===== config.mk =====
export PLATFORM = sky130hd
export DESIGN_NAME = ball_engine
export DESIGN_NICKNAME = d
export VERILOG_FILES = /design/src/rtl/ball_pkg.sv /design/src/rtl/ball_sprite_mask.sv /design/src/rtl/ball_engine.sv
export SDC_FILE = /design/constraint.sdc
export NUM_CORES = 1
export LEC_CHECK = 0
export CAP_MARGIN = 20
export CORE_MARGIN = 2
export CORE_UTILIZATION = 35
export DETAILED_ROUTE_END_ITERATION = 6
export PLACE_DENSITY = 0.65
export SETUP_SLACK_MARGIN = 0.4
export SLEW_MARGIN = 30
export SYNTH_ARGS = -nofsm -noshare
export SYNTH_HDL_FRONTEND = slang
export SYNTH_HIERARCHICAL = 1
export SYNTH_SLANG_ARGS = --single-unit

===== constraint.sdc =====
create_clock -name clk -period 6.27 [get_ports clk]
set_input_delay 1.254 -clock clk [delete_from_list [all_inputs] [get_ports clk]]
set_output_delay 1.254 -clock clk [all_outputs]
set_load 0.005 [all_outputs]

===== src/rtl/ball_pkg.sv =====
// Shared types, defaults and helpers for the ball engine.
package ball_pkg;

    typedef enum logic [1:0] {
        IDLE   = 2'd0,
        MOVING = 2'd1,
        OUT    = 2'd2
    } state_e;

    localparam int unsigned SCREEN_W_DEF = 640;
    localparam int unsigned SCREEN_H_DEF = 480;

    // Sign-extend the low w bits of v to 32 bits.
    function automatic logic signed [31:0] sext(input logic [31:0] v, input int unsigned w);
        logic signed [31:0] t;
        t = signed'(v << (32 - w));
        return t >>> (32 - w);
    endfunction

endpackage


===== src/rtl/ball_sprite_mask.sv =====
// Combinational sprite coverage test: half-open rectangle with optional corner trim.
module ball_sprite_mask
    import ball_pkg::*;
#(
    parameter int unsigned XW    = 10,
    parameter int unsigned YW    = 10,
    parameter int unsigned SW    = 5,
    parameter int unsigned ROUND = 1
) (
    input  logic [XW-1:0] xpix_i,
    input  logic [YW-1:0] ypix_i,
    input  logic [XW-1:0] x_i,
    input  logic [YW-1:0] y_i,
    input  logic [SW-1:0] w_i,
    input  logic [SW-1:0] h_i,
    output logic          inside_c_o
);

    localparam int unsigned XP = XW + 1;
    localparam int unsigned YP = YW + 1;
    localparam int unsigned CW = ((XW > YW) ? XW : YW) + 2;

    logic [XP-1:0] x_end, dx_lo, dx_hi;
    logic [YP-1:0] y_end, dy_lo, dy_hi;
    logic [CW-1:0] lx, ly, k;
    logic [SW-1:0] wh_min;
    logic          in_rect, trim;

    // Rectangle test at one extra bit so x+w never wraps; corner trim by taxicab distance.
    always_comb begin
        x_end   = XP'(x_i) + XP'(w_i);
        y_end   = YP'(y_i) + YP'(h_i);
        in_rect = (w_i != '0) && (h_i != '0)
                  && (XP'(xpix_i) >= XP'(x_i)) && (XP'(xpix_i) < x_end)
                  && (YP'(ypix_i) >= YP'(y_i)) && (YP'(ypix_i) < y_end);
        dx_lo   = XP'(xpix_i) - XP'(x_i);
        dx_hi   = x_end - XP'(1) - XP'(xpix_i);
        dy_lo   = YP'(ypix_i) - YP'(y_i);
        dy_hi   = y_end - YP'(1) - YP'(ypix_i);
        lx      = CW'((dx_lo < dx_hi) ? dx_lo : dx_hi);
        ly      = CW'((dy_lo < dy_hi) ? dy_lo : dy_hi);
        wh_min  = (w_i < h_i) ? w_i : h_i;
        k       = CW'(wh_min >> 2);
        trim    = (ROUND != 0) && ((lx + ly) < k);
        inside_c_o = in_rect && !trim;
    end

endmodule


===== src/rtl/ball_engine.sv =====
// Ball position/velocity engine with per-frame motion, wall bounce, exit detection and sprite pixel.
module ball_engine
    import ball_pkg::*;
#(
    parameter int unsigned XW       = 10,
    parameter int unsigned YW       = 10,
    parameter int unsigned SW       = 5,
    parameter int unsigned VW       = 4,
    parameter int unsigned SCREEN_W = SCREEN_W_DEF,
    parameter int unsigned SCREEN_H = SCREEN_H_DEF,
    parameter int unsigned ROUND    = 1
) (
    input  logic          clk,
    input  logic          rst_n,
    input  logic          frame_tick,
    input  logic          serve,
    input  logic          freeze,
    input  logic          paddle_hit,
    input  logic [XW-1:0] x_start,
    input  logic [YW-1:0] y_start,
    input  logic [VW-1:0] vx_in,
    input  logic [VW-1:0] vy_in,
    input  logic [SW-1:0] width_ball,
    input  logic [SW-1:0] height_ball,
    input  logic [XW-1:0] xpix,
    input  logic [YW-1:0] ypix,
    output logic [XW-1:0] x_ball,
    output logic [YW-1:0] y_ball,
    output logic          moving,
    output logic          wall_hit,
    output logic          exit_left,
    output logic          exit_right,
    output logic          pixvalball
);

    localparam int unsigned XA = XW + 2;
    localparam int unsigned YA = YW + 2;

    state_e        state_q, state_d;
    logic [XW-1:0] x_q, x_d;
    logic [YW-1:0] y_q, y_d;
    logic [VW-1:0] vx_q, vx_d, vy_q, vy_d, vx_eff;
    logic          flip_q, flip_d, moving_q, moving_d, pix_q, pix_d;
    logic          wall_q, wall_d, exl_q, exl_d, exr_q, exr_d;
    logic          upd_c, top_c, bot_c, exl_c, exr_c, inside_c;
    logic signed [XA-1:0] nx_s, w_s, sw_s;
    logic signed [YA-1:0] ny_s, h_s, sh_s;

    ball_sprite_mask #(
        .XW(XW), .YW(YW), .SW(SW), .ROUND(ROUND)
    ) u_mask (
        .xpix_i    (xpix),
        .ypix_i    (ypix),
        .x_i       (x_q),
        .y_i       (y_q),
        .w_i       (width_ball),
        .h_i       (height_ball),
        .inside_c_o(inside_c)
    );

    // Candidate next position and wall/exit classification for this frame.
    always_comb begin
        upd_c  = frame_tick && !freeze && (state_q == MOVING) && !serve;
        vx_eff = (flip_q || paddle_hit) ? (~vx_q + VW'(1)) : vx_q;
        w_s    = XA'(width_ball);
        h_s    = YA'(height_ball);
        sw_s   = XA'(SCREEN_W);
        sh_s   = YA'(SCREEN_H);
        nx_s   = XA'(x_q) + XA'(sext(32'(vx_eff), VW));
        ny_s   = YA'(y_q) + YA'(sext(32'(vy_q), VW));
        top_c  = ny_s[YA-1];
        bot_c  = !top_c && ((ny_s + h_s) > sh_s);
        exl_c  = nx_s[XA-1];
        exr_c  = !exl_c && ((nx_s + w_s) > sw_s);
    end

    // State register.
    always_ff @(posedge clk or negedge rst_n) begin
        if (!rst_n) state_q <= IDLE;
        else        state_q <= state_d;
    end

    // Next-state logic: serve always wins, an exit during an update parks the ball.
    always_comb begin
        state_d = state_q;
        if (serve)                      state_d = MOVING;
        else if (upd_c && (exl_c || exr_c)) state_d = OUT;
    end

    // Next values for position, velocity, pending flip, pulses and pixel.
    always_comb begin
        x_d    = x_q;
        y_d    = y_q;
        vx_d   = vx_q;
        vy_d   = vy_q;
        flip_d = flip_q || paddle_hit;
        wall_d = 1'b0;
        exl_d  = 1'b0;
        exr_d  = 1'b0;
        if (serve) begin
            x_d    = x_start;
            y_d    = y_start;
            vx_d   = vx_in;
            vy_d   = vy_in;
            flip_d = 1'b0;
        end else if (upd_c) begin
            vx_d   = vx_eff;
            flip_d = 1'b0;
            if (top_c) begin
                y_d    = YW'(-ny_s);
                vy_d   = ~vy_q + VW'(1);
                wall_d = 1'b1;
            end else if (bot_c) begin
                y_d    = YW'((sh_s - h_s) + (sh_s - h_s) - ny_s);
                vy_d   = ~vy_q + VW'(1);
                wall_d = 1'b1;
            end else begin
                y_d = YW'(ny_s);
            end
            if (exl_c) begin
                x_d   = '0;
                exl_d = 1'b1;
            end else if (exr_c) begin
                x_d   = XW'(sw_s - w_s);
                exr_d = 1'b1;
            end else begin
                x_d = XW'(nx_s);
            end
        end
        moving_d = (state_d == MOVING);
        pix_d    = inside_c && (state_q != OUT);
    end

    // Datapath and output registers.
    always_ff @(posedge clk or negedge rst_n) begin
        if (!rst_n) begin
            x_q      <= XW'(SCREEN_W / 2);
            y_q      <= YW'(SCREEN_H / 2);
            vx_q     <= '0;
            vy_q     <= '0;
            flip_q   <= 1'b0;
            moving_q <= 1'b0;
            wall_q   <= 1'b0;
            exl_q    <= 1'b0;
            exr_q    <= 1'b0;
            pix_q    <= 1'b0;
        end else begin
            x_q      <= x_d;
            y_q      <= y_d;
            vx_q     <= vx_d;
            vy_q     <= vy_d;
            flip_q   <= flip_d;
            moving_q <= moving_d;
            wall_q   <= wall_d;
            exl_q    <= exl_d;
            exr_q    <= exr_d;
            pix_q    <= pix_d;
        end
    end

    assign x_ball     = x_q;
    assign y_ball     = y_q;
    assign moving     = moving_q;
    assign wall_hit   = wall_q;
    assign exit_left  = exl_q;
    assign exit_right = exr_q;
    assign pixvalball = pix_q;

endmodule


# After elaboration in Yosys (flattened, before gate mapping)
# Cells that the tools add are included.
# totals
output_inout_bits	25
reg_bits	36
# classes
order_cmp	10
n_mux	33
n_bitwise	2
reduce_logical	25
eq_ne	3
addsub	20
# ops
op	count
10-bit 2-to-1 mux	8
4-bit 2-to-1 mux	7
11-bit by 4-bit adder with 12-bit output	2
12-bit by 6-bit adder with 12-bit output	2
10-bit by 5-bit adder with 11-bit output	2
10-bit by 11-bit less-than comparator with 1-bit output	2
11-bit less-than comparator	2
11-bit 2-to-1 mux	2
10-bit by 10-bit subtractor with 11-bit output	2
11-bit by 1-bit subtractor with 11-bit output (second input constant)	2
11-bit by 10-bit subtractor with 11-bit output	2
10-bit greater-or-equal comparator	2
1-bit logical AND	13
1-bit 2-to-1 mux	13
12-bit adder	1
12-bit by 10-bit greater-than comparator with 1-bit output (second input constant)	1
12-bit by 11-bit greater-than comparator with 1-bit output (second input constant)	1
12-bit by 3-bit less-than comparator with 1-bit output	1
10-bit adder	1
10-bit negator	1
5-bit nonzero test	2
10-bit subtractor	1
10-bit by 5-bit subtractor with 10-bit output (first input constant)	1
9-bit by 5-bit subtractor with 10-bit output (first input constant)	1
other kinds (12)	21

# Logic depth before layout (Yosys ltp)
# logic_depth
ltp_word	12
ltp_mapped	30
depth_no_buf	29

# By module
# The synthesis kept the hierarchy.
# modules_own_cells
mod	cells_per_inst	seq_area_each_um2	instances	area_per_inst_um2
ball_engine	512	908.4	1	4172.8
ball_sprite_mask	542	0.0	1	4050.1

# Worst setup path after synthesis
# OpenSTA, ideal clock, no wires.
# synth_path
path_kind	in2reg
from	input port height_ball[0]
to	register pix_q, in the netlist pixvalball
path_slack_ns	-0.679
setup_ns	0.119
path_stages	29
t_arrival_ns	6.830
t_required_ns	6.151
cell_sequence	ha_1 -> fa_1 -> a21o_1 -> a21oi_1 -> xnor2_1 -> ha_1 -> and3_1 -> a2111o_1 -> a21o_1 -> a21oi_1 -> o21ai_0 -> xor2_1 -> ha_1 -> o2111ai_1 -> a21oi_1 -> a211o_1 -> buf_2 -> mux2i_1 -> ha_1 -> fa_1 -> xor2_1 -> ha_1 -> a21oi_1 -> nand4_1 -> a21oi_1 -> o2111ai_1 -> a211oi_1 -> a31oi_1 -> o21a_1
# synth_via
elab_chain_cells	10
elab_cells_between_ends	19
classes_between	add/sub: 4; order compare: 4; mux: 2; reduce/logical: 9
# synth_lines
item	line	rtl
from (decl)	ball_engine.sv:24	input logic [SW-1:0] height_ball,
10-bit by 5-bit adder with 11-bit output	ball_sprite_mask.sv:32	y_end = YP'(y_i) + YP'(h_i);
11-bit by 1-bit subtractor with 11-bit output	ball_sprite_mask.sv:39	dy_hi = y_end - YP'(1) - YP'(ypix_i);
11-bit by 10-bit subtractor with 11-bit output	ball_sprite_mask.sv:39	
11-bit less-than comparator	ball_sprite_mask.sv:41	ly = CW'((dy_lo < dy_hi) ? dy_lo : dy_hi);
11-bit 2-to-1 mux	ball_sprite_mask.sv:41	
12-bit adder	ball_sprite_mask.sv:44	trim = (ROUND != 0) && ((lx + ly) < k);
12-bit by 3-bit less-than comparator with 1-bit output	ball_sprite_mask.sv:44	
1-bit logical NOT	ball_sprite_mask.sv:45	inside_c_o = in_rect && !trim;
1-bit logical AND (*)	ball_sprite_mask.sv:45	
via inside_c	ball_engine.sv:45	logic upd_c, top_c, bot_c, exl_c, exr_c, inside_c;
1-bit logical AND (*)	ball_engine.sv:131	pix_d = inside_c && (state_q != OUT);
via pix_d	ball_engine.sv:43	logic flip_q, flip_d, moving_q, moving_d, pix_q, pix_d;
to (signal assigned)	ball_engine.sv:157	pix_q <= pix_d;
to (decl)	ball_engine.sv:43	
# The timed path passes the listed nets; every way through them passes the cells marked *.
# A chain may end at the register's enable or synchronous reset.

# Worst setup path in the final report
# layout_path
from	input port height_ball[2]
to	register pix_q, in the netlist pixvalball
# The elaborated chain is that of the path after synthesis.

==> results.cfg <==
[placed_design]
place_congestion = 0.948
post-place-ws_ns = -1.15
io_buffer_count = 88
placed_cells = 1594
hpwl_um = 20800

[floorplan]
die_w_um = 157
dieArea_mm2 = 0.0247
core-area_mm2 = 0.0233
die_h_um = 157
rows = 56
io_pins = 89
initial_core_util_pct = 35.3

[synth]
synth_async_sr_flop_share_pct = 100
synth-simple-area-share_pct = 18.2
netlist_instances = 1054
synth_fa_ha_area_share_pct = 25.6
synth-seq-cells = 36
synth_compound_area_share_pct = 24.0
synth_top_family_by_area = adder cells
synth_seq_area_share_pct = 11.0
ys.flop_type = dfrtp_1
syn_nets = 1279
avgSynthCellArea_um2 = 7.80
synth_cell_types = 78
synthMuxAreaShare_pct = 5.19
synth_edf_count = 0
synth_area_mm2 = 0.00822
synth_xor_area_share_pct = 9.25
ys_warn_count = 6

[status]
violations = setup timing
status = finished, violations left

[sta]
period_share_pct = 109
setup_slack_ns = -0.546
tns_ns = -0.546
tightestPinTransition_ns = 0.693
hold_viol = 0
max_slew_margin_pct = 53.7
timing.fmax_ghz = 0.147
fin_crit_ns = 6.82
rsz0062_at_grt = true
report.final.setup_viol = 1
clock_skew_ns = 0.0101
drv_slew = 0

[worst_setup_path]
cp-start-kind = primary input
crit_path_end_kind = register
crit_arrival_ns = 7.00
required_ns = 6.45
crit_fanout = 4
slowest_delay_ns = 0.39
cp_slowest_cell = fa_2
worstSetupPathType = in2reg
worst_path_most_repeated_cell = buf_4

[grt]
grt.busiest_layer = met2
grt_pass1_vias = 8557
grt.total_usage_pct = 21.0
grt_pass1_wl_um = 42200
grt_start_max_net_pins = 48
grt_overflow = 0
grtUsageMet3_pct = 1.93
met2_usage_pct = 37.5
antenna_found_initial = 0
met1_usage_pct = 26.4

[cells_and_area]
drive_above_1_share_pct = 22.6
syn_to_final_growth_pct = 39.7
n_fill_cell = 2311
nNetsFinal = 1548
mostFrequentLayoutCell = buf_4
final_util_pct = 49.4
fin_cells = 1643
num_antenna_cells = 0
regArea_um2 = 908
multi_input_area_mm2 = 0.00721
final_cell_mix = 191 x buf_4, 134 x ha_1, 127 x inv_1

[clocking]
clock_sinks = 36
clockRootBuffer = clkbuf_16
clock_latency_ns = 0.29
cts_tree = yes
clockBufferDepth = 2
cts.htree.levels = 2
clkSlewWorstSetupHoldPaths_ns = 0.06
holdBufCountCts = 0
cts_buffers = 5

[detailed_routing]
drc = 0
wl_um = 26100
vias = 8545
viasPerCell = 5.20
final_antenna_net_count = 0
first_pass_iters = 5
initialDrtViolationCount = 481
routedWlPerCell_um = 15.9

[min_path]
min_path_type = reg2reg

[flow_run]
max_cap_violations = 0
-- routing by layer --
layer / wire (um) / share of wire [%] / vias to the layer above
li1: - / - / 4343
met1: 11700 / 45 / 3976
met2: 12800 / 49 / 173
met3: 817 / 3.1 / 53
met4: 846 / 3.2 / 0
met5: 0 / 0 / -
-- worst paths after layout --
path / from / to / slack [ns] / cells after the start
max in group asynchronous: rst_n / y_ball[4] / 4.96 / 1
hold reg to reg: state_q[0] / pixvalball / 0.52 / 1
min in group asynchronous: rst_n / x_ball[7] / 0.94 / 1
hold / removal: state_q[0] / pixvalball / 0.52 / 1
setup / recovery: height_ball[2] / pixvalball / -0.55 / 30
setup reg to reg: y_ball[0] / pixvalball / 0.10 / 30
-- sequential cells by signal (all words and copies together) (netlist names) --
register and flops:
exit_left 1, exit_right 1, flip_q 1, moving 1, pixvalball 1, state_q 2, vx_q 4, vy_q 4
wall_hit 1, x_ball 10, y_ball 10
-- synth_stat cells (14+ instances only) --
cell | count | area share, %
a211oi_1 | 17 | 1.6
a21o_1 | 30 | 2.7
a21oi_1 | 70 | 4.3
a31oi_1 | 15 | 1.1
and3_1 | 14 | 1.1
dfrtp_1 | 30 | 9.1
ha_1 | 149 | 23
inv_1 | 127 | 5.8
mux2i_1 | 31 | 3.8
nand2_1 | 66 | 3.0
nand3_1 | 21 | 1.3
nor2_1 | 63 | 2.9
nor2b_1 | 20 | 1.5
nor3_1 | 34 | 2.1
o21ai_0 | 65 | 4.0
xnor2_1 | 51 | 5.4
xor2_1 | 34 | 3.6
-- critical path, delay by kind of cell --
kind,cells,cell delay [ns]
compound gates,13,2.04
simple gates,2,0.29
xor+xnor,3,0.63
fa+ha+maj,6,1.87
buf+inv,5,0.76
mux,1,0.16
-- kinds of logic after synthesis --
| kind of cell | after synthesis |
|---|---|
| buffers and inverters | 146 |
| xor gates and xnor gates | 86 |
| muxes | 41 |
| and+or+nand+nor | 289 |
| AOI/OAI and AO/OA | 295 |
| DFF | 36 |
| adders and majority gates | 161 |
-- cell type report --
cell class	count	share of cell area, %
Sequential cell	36	7.91
Inverter	127	4.15
Clock buffer	6	1.12
Multi-Input combinational cell	872	62.7
Timing Repair Buffer	281	20.3
Clock inverter	2	0.305
Tap cell	319	3.47
-- repair_timing --
item | 4_1_cts | 5_1_grt
pin swaps | 35 | 49
buffers inserted | 33 | 8
setup endpoints to repair | 1 | 2
resized for setup | 37 | 47
-- stage by stage --
step           cell area (um^2)  hold WS [ns]
2_1_floorplan              8290         0.465
3_3_place_gp              10600         0.516
3_5_place_dp              10600         0.517
4_1_cts                   11100         0.527
5_1_grt                   11500         0.556
6_report                  11500         0.524
Power is not shown: default switching activity piles up to over one toggle a cycle in this logic, so the estimate is an artifact.
